**config.mk**
```make
export PLATFORM = sky130hd
export DESIGN_NAME = layer_mac_sequencer
export DESIGN_NICKNAME = d
export VERILOG_FILES = /design/src/rtl/nn_pkg.sv /design/src/rtl/valid_delay_line.sv /design/src/rtl/layer_mac_sequencer.sv
export SDC_FILE = /design/constraint.sdc
export NUM_CORES = 1
export LEC_CHECK = 0
export ABC_AREA = 1
export BUFFER_PORTS_ARGS = -buffer_cell sky130_fd_sc_hd__buf_2
export CORE_UTILIZATION = 44
export DETAILED_ROUTE_END_ITERATION = 10
export MAX_ROUTING_LAYER = met4
export PLACE_DENSITY_LB_ADDON = 0.08
export SLEW_MARGIN = 30
export SYNTH_ARGS = -nofsm -noshare
export SYNTH_HDL_FRONTEND = slang
export SYNTH_HIERARCHICAL = 1
export SYNTH_SLANG_ARGS = --single-unit
export TNS_END_PERCENT = 50
```
**constraint.sdc**
```tcl
create_clock -name clk -period 2.36 [get_ports clk]
set_input_delay 0.472 -clock clk [delete_from_list [all_inputs] [get_ports clk]]
set_output_delay 0.472 -clock clk [all_outputs]
set_load 0.005 [all_outputs]
```
**src/rtl/nn_pkg.sv**
```systemverilog
// Shared types and constants for the layer MAC sequencer.
// Holds the sequencer state encoding and the per-neuron period helper.
package nn_pkg;

    localparam int DATA_W = 16;
    localparam int ACC_W  = 32;

    typedef enum logic [2:0] {
        S_IDLE,
        S_CLEAR,
        S_STREAM,
        S_DRAIN,
        S_WRITE,
        S_DONE
    } seq_state_t;

    // Cycles spent on one neuron: clear, stream, drain, write.
    function automatic int neuron_period(input int in_size, input int mem_lat);
        return in_size + mem_lat + 2;
    endfunction

endpackage

```
**src/rtl/valid_delay_line.sv**
```systemverilog
// Delays the issue-valid and last flags by the memory read latency
// so MAC enables line up with returning read data.
module valid_delay_line #(
    parameter int DEPTH = 1
) (
    input  logic clk,
    input  logic rst_n,
    input  logic flush,
    input  logic valid_in,
    input  logic last_in,
    output logic valid_out,
    output logic last_out
);

    logic [DEPTH-1:0] v_sr;
    logic [DEPTH-1:0] l_sr;

    // Shift register per flag; flush empties the whole pipe at once.
    always_ff @(posedge clk or negedge rst_n) begin
        if (!rst_n) begin
            v_sr <= '0;
            l_sr <= '0;
        end else if (flush) begin
            v_sr <= '0;
            l_sr <= '0;
        end else begin
            v_sr[0] <= valid_in;
            l_sr[0] <= last_in;
            for (int k = 1; k < DEPTH; k++) begin
                v_sr[k] <= v_sr[k-1];
                l_sr[k] <= l_sr[k-1];
            end
        end
    end

    assign valid_out = v_sr[DEPTH-1];
    assign last_out  = l_sr[DEPTH-1];

endmodule

```
**src/rtl/layer_mac_sequencer.sv**
```systemverilog
// Sequences one serial MAC datapath over every neuron of a layer:
// address generation, latency-aligned MAC enables and result commit.
module layer_mac_sequencer
    import nn_pkg::*;
#(
    parameter int INPUT_SIZE   = 784,
    parameter int NUM_NEURONS  = 64,
    parameter int ADDR_WIDTH   = 10,
    parameter int NEURON_WIDTH = 6,
    parameter int W_ADDR_WIDTH = 16,
    parameter int MEM_LATENCY  = 1
) (
    input  logic                    clk,
    input  logic                    rst_n,
    input  logic                    start,
    input  logic                    abort,
    output logic                    busy,
    output logic                    done,
    output logic [ADDR_WIDTH-1:0]   in_addr,
    output logic [W_ADDR_WIDTH-1:0] w_addr,
    output logic [NEURON_WIDTH-1:0] b_addr,
    output logic                    mac_clr,
    output logic                    mac_en,
    output logic                    acc_last,
    output logic                    out_we,
    output logic [NEURON_WIDTH-1:0] out_addr
);

    localparam int CW = (MEM_LATENCY > 1) ? $clog2(MEM_LATENCY) : 1;
    localparam logic [ADDR_WIDTH-1:0]   LAST_I = ADDR_WIDTH'(INPUT_SIZE - 1);
    localparam logic [NEURON_WIDTH-1:0] LAST_N = NEURON_WIDTH'(NUM_NEURONS - 1);
    localparam logic [CW-1:0]           LAST_D = CW'(MEM_LATENCY - 1);
    localparam logic [W_ADDR_WIDTH-1:0] W_STEP = W_ADDR_WIDTH'(INPUT_SIZE);

    seq_state_t state;
    seq_state_t state_nxt;

    logic [ADDR_WIDTH-1:0]   i;
    logic [NEURON_WIDTH-1:0] neuron;
    logic [W_ADDR_WIDTH-1:0] w_base;
    logic [CW-1:0]           d_cnt;
    logic                    issue;
    logic                    issue_last;

    // State register.
    always_ff @(posedge clk or negedge rst_n) begin
        if (!rst_n) state <= S_IDLE;
        else        state <= state_nxt;
    end

    // Next-state logic; abort overrides every non-idle transition.
    always_comb begin
        state_nxt = state;
        unique case (state)
            S_IDLE:   if (start && !abort) state_nxt = S_CLEAR;
            S_CLEAR:  state_nxt = S_STREAM;
            S_STREAM: if (i == LAST_I) state_nxt = S_DRAIN;
            S_DRAIN:  if (d_cnt == LAST_D) state_nxt = S_WRITE;
            S_WRITE:  state_nxt = (neuron == LAST_N) ? S_DONE : S_CLEAR;
            S_DONE:   state_nxt = S_IDLE;
            default:  state_nxt = S_IDLE;
        endcase
        if (abort && state != S_IDLE) state_nxt = S_IDLE;
    end

    // Element, drain, neuron and weight-base counters.
    always_ff @(posedge clk or negedge rst_n) begin
        if (!rst_n) begin
            i      <= '0;
            neuron <= '0;
            w_base <= '0;
            d_cnt  <= '0;
        end else begin
            case (state)
                S_IDLE: begin
                    neuron <= '0;
                    w_base <= '0;
                end
                S_CLEAR: begin
                    i     <= '0;
                    d_cnt <= '0;
                end
                S_STREAM: if (i != LAST_I) i <= i + 1'b1;
                S_DRAIN:  if (d_cnt != LAST_D) d_cnt <= d_cnt + 1'b1;
                S_WRITE: begin
                    if (neuron != LAST_N) begin
                        neuron <= neuron + 1'b1;
                        w_base <= w_base + W_STEP;
                    end
                end
                default: ;
            endcase
        end
    end

    // Moore outputs decoded from the current state.
    always_comb begin
        issue      = (state == S_STREAM);
        issue_last = issue && (i == LAST_I);
        busy       = (state != S_IDLE);
        done       = (state == S_DONE);
        mac_clr    = (state == S_CLEAR);
        out_we     = (state == S_WRITE);
        in_addr    = issue ? i : '0;
        w_addr     = issue ? (w_base + W_ADDR_WIDTH'(i)) : '0;
        b_addr     = (busy && !done) ? neuron : '0;
        out_addr   = out_we ? neuron : '0;
    end

    valid_delay_line #(
        .DEPTH(MEM_LATENCY)
    ) u_vdl (
        .clk      (clk),
        .rst_n    (rst_n),
        .flush    (abort),
        .valid_in (issue),
        .last_in  (issue_last),
        .valid_out(mac_en),
        .last_out (acc_last)
    );

endmodule

```
* Word-level counts from Yosys, hierarchy flattened
Index checks and enable logic that the tools add are counted.
** Operators by class
- Add/subtract/negate cells :: 5
- Eq/ne operators :: 14
- Muxes and demuxes :: 20
- Reduce and logical (&&, ||, !) cells :: 14
** Operators by type and width (number)
- 2-to-1 mux 16 bit :: 2
- one-hot mux 16 bit (2 select lines) :: 1
- 2-to-1 mux 10 bit :: 2
- one-hot mux 10 bit (2 select lines) :: 1
- 2-to-1 mux 6 bit :: 3
- adder 16 x 10 -> 16 bit :: 1
- adder 16 x 10 -> 16 bit, second input constant :: 1
- 2-to-1 mux 3 bit :: 5
- one-hot mux 3 bit (5 select lines) :: 1
- one-hot mux 6 bit (2 select lines) :: 1
- adder 10 x 1 -> 10 bit, second input constant :: 1
- == test 10 bit, second input constant :: 1
- != test 10 bit, second input constant :: 1
- != test 3 bit, second input constant :: 3
- adder 6 x 1 -> 6 bit, second input constant :: 1
- == test 3 x 2 -> 1 bit, second input constant :: 2
- == test 3 bit, second input constant :: 2
- == test 6 bit, second input constant :: 1
- != test 6 bit, second input constant :: 1
- nonzero test 2 bit :: 3
- logical AND 1 bit :: 4
- AND reduction 2 bit :: 2
- == test 3 x 1 -> 1 bit, second input constant :: 1
- logical NOT 3 bit :: 1
- other kinds (8) :: 11
** Storage, ports and cells
- Bits in registers :: 38
- Input bits :: 4

* Longest topological paths before layout
Gate-level depths: netlist of the first run.
- Depth in word-level cells :: 5
- Mapped depth :: 11
- Mapped depth without buffers :: 11

* Hierarchy
Netlist of the first run, hierarchy kept.
** Modules (own cells, without submodules)
- layer_mac_sequencer :: times used 1, cells an instance 356, area each 2319.7 um^2
- valid_delay_line :: times used 1, cells an instance 6, area each 65.1 um^2

* Least setup slack after synthesis of the first run
Ideal clock, no wire load.
- Kind :: reg-to-output
- From :: register i[6]
- To :: output w_addr[15]
- Data arrival time :: 1.521 ns
- Data required time :: 1.888 ns
- Slack :: 0.367 ns
- Cell stages (with the launch flop) :: 8
- Cell sequence :: dfrtp_1 ha_1 inv_1 o21ai_0 nand3_1 nand3_1 nand2_1 nor2_1
** Between the ends
- Longest elaborated chain between the ends :: 2
** Ends and longest elaborated chain
- start: declaration :: RTL line layer_mac_sequencer.sv:38 : logic [ADDR_WIDTH-1:0] i;
- start signal: assignment :: RTL line layer_mac_sequencer.sv:83 : S_STREAM: if (i != LAST_I) i <= i + 1'b1;
- adder 16 x 10 -> 16 bit :: RTL line layer_mac_sequencer.sv:105 : w_addr = issue ? (w_base + W_ADDR_WIDTH'(i)) : '0;
- 2-to-1 mux 16 bit :: RTL line layer_mac_sequencer.sv:105
- end: declaration :: RTL line layer_mac_sequencer.sv:20 : output logic [W_ADDR_WIDTH-1:0] w_addr,
No other way between the ends.

* Final worst setup path of the first run
- From :: register i[9]
- To :: output w_addr[13]
Same word-level chain as after synthesis.

==> results of run 1 <==
## placed cells by master, fill, tap and decap left out, drive strengths merged
cell and instances:
or2 1, inv 55, a21oi 13, o21a 2
nand2 82, o22ai 2, clkbuf 6, buf 63
clkinv 3, xnor2 3, o31ai 1, xor2 2
dfrtp 33, nor2 77, nor3 7, nand3 24
nand4 8, o211ai 2, o21ai 31, and3 1
ha 9, a22o 1
## stage by stage
stage | power [mW] | cell area, sq um | TNS (ns) | hold WS, ns | utilization (%)
global placement | 1.606 | 2724 | 0 | 0.5165 | 52.66
detailed placement | 1.623 | 2724 | 0 | 0.5224 | 52.66
CTS | 2.074 | 2895 | 0 | 0.2857 | 55.97
global route | 2.296 | 3010 | -0.1386 | 0.3232 | 58.20
floorplan | 1.387 | 2385 | 0 | 0.1764 | -
finish | 2.101 | 3010 | 0 | 0.2617 | 58.20
## kinds of logic (layout without fill, tap and decap cells)
group	Yosys count	in the layout	share of synthesized area, %
AOI/OAI and AO/OA	52	52	11.70
adders and majority gates	9	9	4.722
DFF	33	33	34.63
buffers and inverters	63	127	10.55
and+or+nand+nor	200	200	36.57
xor gates and xnor gates	5	5	1.837
## power groups by stage
stage / logic (mW) / clock network [mW] / registers [mW]
CTS: 0.897 / 0.441 / 0.735
global placement: 0.866 / 0 / 0.740
floorplan: 0.673 / 0 / 0.714
global route: 1.09 / 0.460 / 0.750
finish: 0.946 / 0.419 / 0.737
detailed placement: 0.883 / 0 / 0.740
## worst min path at each step
stage / endpoint / slack [ns]
6_report: w_base[6]$_DFFE_PN0P_ / 0.26
5_1_grt: i[7]$_DFFE_PN0P_ / 0.32
4_1_cts: w_base[6]$_DFFE_PN0P_ / 0.29
3_5_place_dp: w_base[13]$_DFFE_PN0P_ / 0.52
3_3_place_gp: i[0]$_DFFE_PN0P_ / 0.52
2_1_floorplan: i[0]$_DFFE_PN0P_ / 0.18
## final cells by class
| type | count | area [sq um] |
|---|---|---|
| Clock inverter | 2 | 10.01 |
| Fill cell | 498 | 2162 |
| Timing Repair Buffer | 63 | 371.6 |
| Inverter | 56 | 210.2 |
| Multi-Input combinational cell | 266 | 1426 |
| Tap cell | 70 | 87.58 |
| Clock buffer | 6 | 72.57 |
| Sequential cell | 33 | 832.0 |
## worst max-delay path, delay by kind of cell (launching register included)
| kind | cells | cell delay [ns] |
|---|---|---|
| AO/OA/AOI/OAI | 1 | 0.14 |
| adder cells (fa/ha/maj) | 1 | 0.30 |
| buffers and inverters | 1 | 0.13 |
| flip-flops | 1 | 0.46 |
| AND/OR/NAND/NOR | 5 | 0.51 |
## flip-flops by register name, summed over array words and instances, names as in the netlist
name and count:
u_vdl/valid_out 1, w_base 12, u_vdl/last_out 1, state 3
neuron 6, i 10
## layer usage
layer | vias up | global-route usage [%]
met3 | 6 | 3.968
li1 | 1279 | -
met4 | 0 | 6.173
met1 | 1130 | 31.04
met2 | 47 | 36.01
met5 | - | -
## timing repair
| action | CTS | global route |
|---|---|---|
| setup endpoints to repair | 6 | 7 |
| gates cloned | 0 | 0 |
| pin swaps | 1 | 9 |
| setup buffers | 3 | 7 |
| gates resized for setup | 8 | 24 |
==> results_dict.tcl, run 1 <==
set metrics [dict create \
    netSwitchingPower_mw 0.9363 \
    worstSkewPairLatency_ns 0.29 \
    r2r-start "neuron[0]$_DFFE_PN0P_" \
    worstMarginPinSlew_ns 0.7778 \
    routed_wl_mm 6.006 \
    criticalPathCategory "reg2out" \
    cts_htree_levels 2 \
    fmax_mhz 437.1 \
    synth.avg_cell_area_sq_um 6.588 \
    timing.final.crit_share_pct 96.93 \
    async_flop_share_pct 100.0 \
    vias 2462 \
    cp_slowest_stage_delay_ns 0.46 \
    track_usage_pct 23.07 \
    synth_top_area_cell "dfrtp_1" \
    ys_seq_area_share_pct 34.63 \
    pin_count 48 \
    drv_cap 0 \
    dpl_worst_slack_ns 0.1975 \
    synth_common_cells "nand2_1 (78), nor2_1 (76), inv_1 (49)" \
    die_y_microns 75.62 \
    cp-end-kind "output port" \
    start_util_pct 46.11 \
    syn_area_sq_mm 0.002385 \
    port-buffer-count 47 \
    finalClockSkew_ns 0.008619 \
    cts_root_buffer "clkbuf_8" \
    grt_start_max_net_pins 34 \
    post-route-min-period_ns 2.288 \
    grt_pass1_wl_mm 9.687 \
    dp_hpwl_mm 4.267 \
    required_ns 1.89 \
    status "completed" \
    rows 26 \
    r2r_slack_ns 0.60 \
    slew_violations 0 \
    rr_worst_depth 10 \
    place.gp.congestion 0.8439 \
    layout-drive-gt1-share_pct 26.29 \
    rr_endpoint "w_base[14]$_DFFE_PN0P_" \
    setup_ws_ns 0.07238 \
    tritoncts "yes" \
    crit_path_start_kind "register" \
    area_growth_pct 26.23 \
    relSlewSlack_pct 48.14 \
    switching_share_pct 44.56 \
    drc_errors 0 \
    top_layer_used "met4" \
    synth_seq_cells 33 \
    numClockSinks 33 \
    fin_cells 496 \
    power_frac_seq_pct 35.1 \
    ir_drop_uv 530.5 \
    worst_path_max_delay_cell "dfrtp_2" \
    yosysWarnings 6 \
    synth_top_cells_by_area "dfrtp_1 (35%), nand2_1 (12%), nor2_1 (12%)" \
    clk_pin_slew_ns 0.08 \
    pwr-share-comb_pct 45.0 \
    synth_ff_type "dfrtp_1" \
    ant_nets 0 \
    wl_met2_mm 2.703 \
    setup_viol_count_final 0 \
    power.leakage_nw 1.529 \
    cp-startpoint "i[9]$_DFFE_PN0P_" \
    antenna_found_initial 0 \
    drt-vias-per-instance 4.964 \
    syn_inst 362 \
    rsz0062_at_grt "yes" \
    cts_buffers 5 \
    grt_pass1_vias 2158 \
    dr.first_iter.drc_count 133 \
    hold_viol 0 \
    p_per_area_mw_per_mm2 698.0 \
    arrival_ns 1.82 \
    synth_top_area_share_pct 34.63 \
    synth_edf_count 0 \
    dpl.cell_count 478 \
    critical_path_peak_fanout 4 \
    ctsLongestPathBuffers 2 \
    wl_met1_mm 3.050 \
    route.met3.wl_microns 191 \
    synth.most_common_cell "nand2_1" \
    p_clk_share_pct 19.9 \
    path_cells "ha_4, nand2_1, nor2_2, nand2_2, nand2_2, nand2_2, a21oi_1, buf_2" \
    dieArea_sq_mm 0.005718 \
    synth_nets 375 \
    holdBufCountCts 0 \
    die_w_microns 75.62 \
    firstDrtPassIters 4 \
    p_int_mw 1.165 \
    nets 438 \
    worst_path_most_repeated_cell "nand2_2" \
    hp-class "in2async" \
    diodes 0 \
    synth_cell_types 31 \
    crit_end "w_addr[13]" \
    wire_per_inst_microns 12.11 \
    coreArea_sq_mm 0.005172 \
    grt_overflow 0 \
]
Note: power is estimated with default switching activity, not from simulation.
==> inputs of run 2 (changes only) <==
- MAX_ROUTING_LAYER: met4 -> default
==> run 2 against run 1 <==
Net effect:
- clock skew is essentially flat
- sequential cell count is the same
- wire length down 0.15%
- first-iteration DRC count shrank 0.75%
- core utilization stayed put
- critical path depth did not move
- via count about the same
- critical endpoint unchanged
==> results_dict.tcl, run 2 (synthesis results as in run 1) <==
set metrics [dict create \
    firstDrtPassIters 4 \
    dp_hpwl_mm 4.267 \
    area_growth_pct 26.23 \
    critical_path_peak_fanout 4 \
    status "completed" \
    track_usage_pct 22.37 \
    cts_buffers 5 \
    hp-class "in2async" \
    grt_pass1_wl_mm 9.687 \
    final_cell_mix "nor2_1 (72), nand2_1 (71), inv_1 (48)" \
    dpl_cell_area_sq_mm 0.002724 \
    arrival_ns 1.82 \
    start_util_pct 46.11 \
    dieArea_sq_mm 0.005718 \
    drt-vias-per-instance 4.960 \
    die_w_microns 75.62 \
    cp-end-kind "output port" \
    die_y_microns 75.62 \
    worstMarginPinSlew_ns 0.7779 \
    clk_pin_slew_ns 0.08 \
    fmax_mhz 437.2 \
    post-route-min-period_ns 2.287 \
    rows 26 \
    required_ns 1.89 \
    nets 438 \
    layout-drive-gt1-share_pct 26.29 \
    relSlewSlack_pct 48.14 \
    drc_errors 0 \
    top_register "w_base" \
    ir_drop_uv 530.5 \
    place.gp.congestion 0.8311 \
    vias 2460 \
    largest_reg_flops 12 \
    ctsLongestPathBuffers 2 \
    holdWs_ns 0.2617 \
    ant_nets 0 \
    multi_input_area_sq_mm 0.001426 \
    setup_viol_count_final 0 \
    dr.first_iter.drc_count 132 \
    finalPower_mw 2.101 \
    reg.largest.list "w_base (12), i (10), neuron (6)" \
    coreArea_sq_mm 0.005172 \
    crit_path_start_kind "register" \
    grt_pass1_vias 2149 \
    finalClockSkew_ns 0.008628 \
    power.leakage_nw 1.529 \
    worstSkewPairLatency_ns 0.29 \
    cts_htree_levels 2 \
    holdBufCountCts 0 \
    hold_viol 0 \
    fillers 498 \
    rsz0062_at_grt "yes" \
    numClockSinks 33 \
    drv_cap 0 \
    criticalPathCategory "reg2out" \
    cts_root_buffer "clkbuf_8" \
    tritoncts "yes" \
    slew_violations 0 \
    pin_count 48 \
    grt_overflow 0 \
    seq_area_sq_um 832.0 \
    grt_start_max_net_pins 34 \
    wire_per_inst_microns 12.09 \
    port-buffer-count 47 \
    p_per_area_mw_per_mm2 697.9 \
    timing.final.crit_share_pct 96.93 \
    routed_wl_mm 5.997 \
    antenna_found_initial 0 \
    diodes 0 \
    finish.instance_area_sq_mm 0.003010 \
    final_common_cell "nor2_1" \
]
## run 2: cell counts in the layout (fill, tap and decap cells not counted)
Identical to the previous run, type by type.
## run 2: final cells by class
cell class / count / share of cell area [%]
multi-input combinational: 266 / 47.38
sequential: 33 / 27.64
timing repair buffer: 63 / 12.34
inverter: 56 / 6.983
tap: 70 / 2.909
clock buffer: 6 / 2.411
clock inverter: 2 / 0.3325
## run 2: path summary, 6_finish.rpt
check / start / to / slack [ns] / cells past startpoint
hold / removal: rst_n / w_base[6]$_DFFE_PN0P_ / 0.26 / 1
min in group clk: abort / u_vdl/valid_out$_DFF_PN0_ / 0.39 / 2
max in group asynchronous: rst_n / w_base[8]$_DFFE_PN0P_ / 1.55 / 1
hold reg to reg: i[0]$_DFFE_PN0P_ / i[0]$_DFFE_PN0P_ / 0.53 / 1
setup / recovery: i[9]$_DFFE_PN0P_ / w_addr[13] / 0.07 / 8
setup reg to reg: neuron[0]$_DFFE_PN0P_ / w_base[14]$_DFFE_PN0P_ / 0.59 / 10
## run 2: report_power, final
group	internal [mW]	total (mW)	switching (mW)
combinational	0.315	0.946	0.630
clock	0.204	0.419	0.214
sequential	0.645	0.737	0.0915
total	1.16	2.10	0.936
## run 2: critical path: stages (launching register included)
cell	delay, ns
dfrtp_2	0.46
ha_4	0.30
nand2_1	0.09
nor2_2	0.18
nand2_2	0.07
nand2_2	0.11
nand2_2	0.06
a21oi_1	0.14
buf_2	0.13
## run 2: routing by layer
metal,vias to the layer above,GRT usage (%),wire length (microns)
li1,1279,-,-
met1,1128,31.04,3049
met2,47,36.01,2698
met3,6,3.968,188
met4,0,6.173,61
met5,-,0,0
## run 2: per-stage QoR
stage / TNS, ns / setup slack (ns) / util [%] / cells
floorplan: 0 / 0.3673 / - / 362
global placement: 0 / 0.2403 / 52.66 / 478
detailed placement: 0 / 0.1975 / 52.66 / 478
CTS: 0 / 0.004765 / 55.97 / 489
global route: -0.1386 / -0.03558 / 58.20 / 496
finish: 0 / 0.07256 / 58.20 / 496
## run 2: timing repair
| item | CTS | global route |
|---|---|---|
| pin swaps | 1 | 9 |
| resized for setup | 8 | 24 |
| setup endpoints to repair | 6 | 7 |
| setup buffers | 3 | 7 |
| endpoints found under the hold margin | 0 | 0 |
==> inputs of run 3 (changes only) <==
- CORE_MARGIN: default -> 4
- clock period: 2.36 -> 2.32 ns (I/O delays scaled with it)
==> run 3 against run 2 <==
Net effect:
- count of clock-buffer cells in the layout decreased by 1
- largest power group unchanged
- cell count decreased by 0.60%
- wire length increased by 1.2%
- sequential cell count unchanged
- register-to-register slack got worse by 0.02 ns
==> results_dict.tcl, run 3 (synthesis results as in run 1) <==
set metrics [dict create \
    cts_root_buffer "clkbuf_8" \
    dieArea_sq_mm 0.006662 \
    cp-end-kind "output port" \
    grt_start_max_net_pins 34 \
    numClockSinks 33 \
    place.gp.congestion 0.8235 \
    drv_cap 0 \
    reg.largest.list "w_base (12), i (10), neuron (6)" \
    final_util_pct 57.89 \
    ctsLongestPathBuffers 2 \
    grt_pass1_vias 2193 \
    cts_buffers 5 \
    ir_drop_uv 513.6 \
    rr_endpoint "w_base[11]$_DFFE_PN0P_" \
    area_growth_pct 25.55 \
    vias 2423 \
    slew_violations 0 \
    required_ns 1.86 \
    r2r-start "neuron[0]$_DFFE_PN0P_" \
    track_usage_pct 19.24 \
    pin_count 48 \
    critical_path_peak_fanout 4 \
    wire_per_inst_microns 12.31 \
    multi_input_area_sq_mm 0.001444 \
    worstMarginPinSlew_ns 0.7716 \
    cts_htree_levels 2 \
    grt_overflow 0 \
    top_register "w_base" \
    clk_pin_slew_ns 0.07 \
    status "completed" \
    fmax_mhz 437.1 \
    finish.instance_area_sq_mm 0.002994 \
    arrival_ns 1.82 \
    hp-class "in2async" \
    dp_hpwl_mm 4.415 \
    r2r_slack_ns 0.57 \
    largest_reg_flops 12 \
    antenna_found_initial 0 \
    crit_path_start_kind "register" \
    nets 435 \
    dpl_cell_area_sq_mm 0.002711 \
    post-route-min-period_ns 2.288 \
    port-buffer-count 47 \
    seq_area_sq_um 833.3 \
    layout-drive-gt1-share_pct 26.71 \
    fillers 502 \
    rsz0062_at_grt "yes" \
    firstDrtPassIters 4 \
    holdBufCountCts 0 \
    criticalPathCategory "reg2out" \
    final_cell_mix "nor2_1 (72), nand2_1 (69), inv_1 (49)" \
    setup_viol_count_final 0 \
    worstSkewPairLatency_ns 0.28 \
    routed_wl_mm 6.069 \
    ant_nets 0 \
    fin_cells 493 \
    grt_pass1_wl_mm 9.998 \
    dpl.cell_count 478 \
    p_per_area_mw_per_mm2 695.5 \
    timing.final.crit_share_pct 98.61 \
    finalClockSkew_ns 0.005718 \
    hold_viol 0 \
    power.leakage_nw 1.500 \
    drc_errors 0 \
    final_common_cell "nor2_1" \
    dr.first_iter.drc_count 110 \
    die_y_microns 81.62 \
    start_util_pct 46.11 \
    rows 26 \
    tritoncts "yes" \
    rr_worst_depth 11 \
    die_w_microns 81.62 \
    relSlewSlack_pct 48.56 \
    drt-vias-per-instance 4.915 \
    diodes 0 \
    holdWs_ns 0.2496 \
    coreArea_sq_mm 0.005172 \
]
run 3: changes by cell type in the layout (fill, tap and decap cells not counted), moves of 2 or more:
cell / before / now
nor2_2: 4 / 2
nor2_4: 0 / 2
nand2_1: 71 / 69
nand2_2: 9 / 11
o21ai_1: 4 / 6
run 3: timing repair:
| item | 4_1_cts | 5_1_grt |
|---|---|---|
| pin swaps | 1 | 7 |
| setup buffers | 3 | 4 |
| endpoints found under the hold margin | 0 | 0 |
| gates resized for setup | 10 | 27 |
| setup endpoints to repair | 6 | 7 |
run 3: per-layer routing:
layer,vias to the layer above,part of all wire [%],GRT usage (%)
met5,-,0,0
met4,0,1.6,5.316
met3,11,4.8,3.618
met2,59,44,30.29
met1,1074,49,27.02
li1,1279,-,-
run 3: worst max-delay path, stage by stage (launching register included):
cell and delay [ns]:
dfrtp_2 0.44, ha_4 0.30, nand2_1 0.05, nand2_1 0.05, inv_1 0.07, nor2_4 0.11
nor2_2 0.05, nand2_2 0.09, nor2_1 0.05, nor3_1 0.17, buf_2 0.15
run 3: area by class of cell:
type	instances	area share [%]
multi-input combinational	266	48.22
clock buffer	5	2.298
tap	70	2.925
clock inverter	3	0.5850
timing repair buffer	60	11.12
sequential	33	27.83
inverter	56	7.020
run 3: where the power goes:
| part | total [mW] | switching (mW) | internal, mW | leakage [nW] |
|---|---|---|---|---|
| combinational | 0.901 | 0.629 | 0.272 | 1.01 |
| sequential | 0.749 | 0.0924 | 0.656 | 0.444 |
| clock | 0.432 | 0.225 | 0.207 | 0.0439 |
run 3: worst max-delay path by stage:
stage                           from          to  slack [ns]
3_5_place_dp        i[5]$_DFFE_PN0P_  w_addr[11]        0.16
6_report            i[8]$_DFFE_PN0P_  w_addr[11]        0.03
5_1_grt             i[8]$_DFFE_PN0P_  w_addr[11]       -0.07
3_3_place_gp        i[5]$_DFFE_PN0P_  w_addr[11]        0.21
2_1_floorplan       i[6]$_DFFE_PN0P_  w_addr[15]        0.34
4_1_cts        w_base[6]$_DFFE_PN0P_  w_addr[11]       0.003
run 3: through the flow:
step           total power, mW  TNS [ns]  worst slack (ns)
6_report                 2.082         0           0.03231
5_1_grt                  2.256   -0.1522          -0.06738
4_1_cts                  2.077         0          0.003482
3_5_place_dp             1.624         0            0.1628
3_3_place_gp             1.615         0            0.2061
2_1_floorplan            1.411         0            0.3353
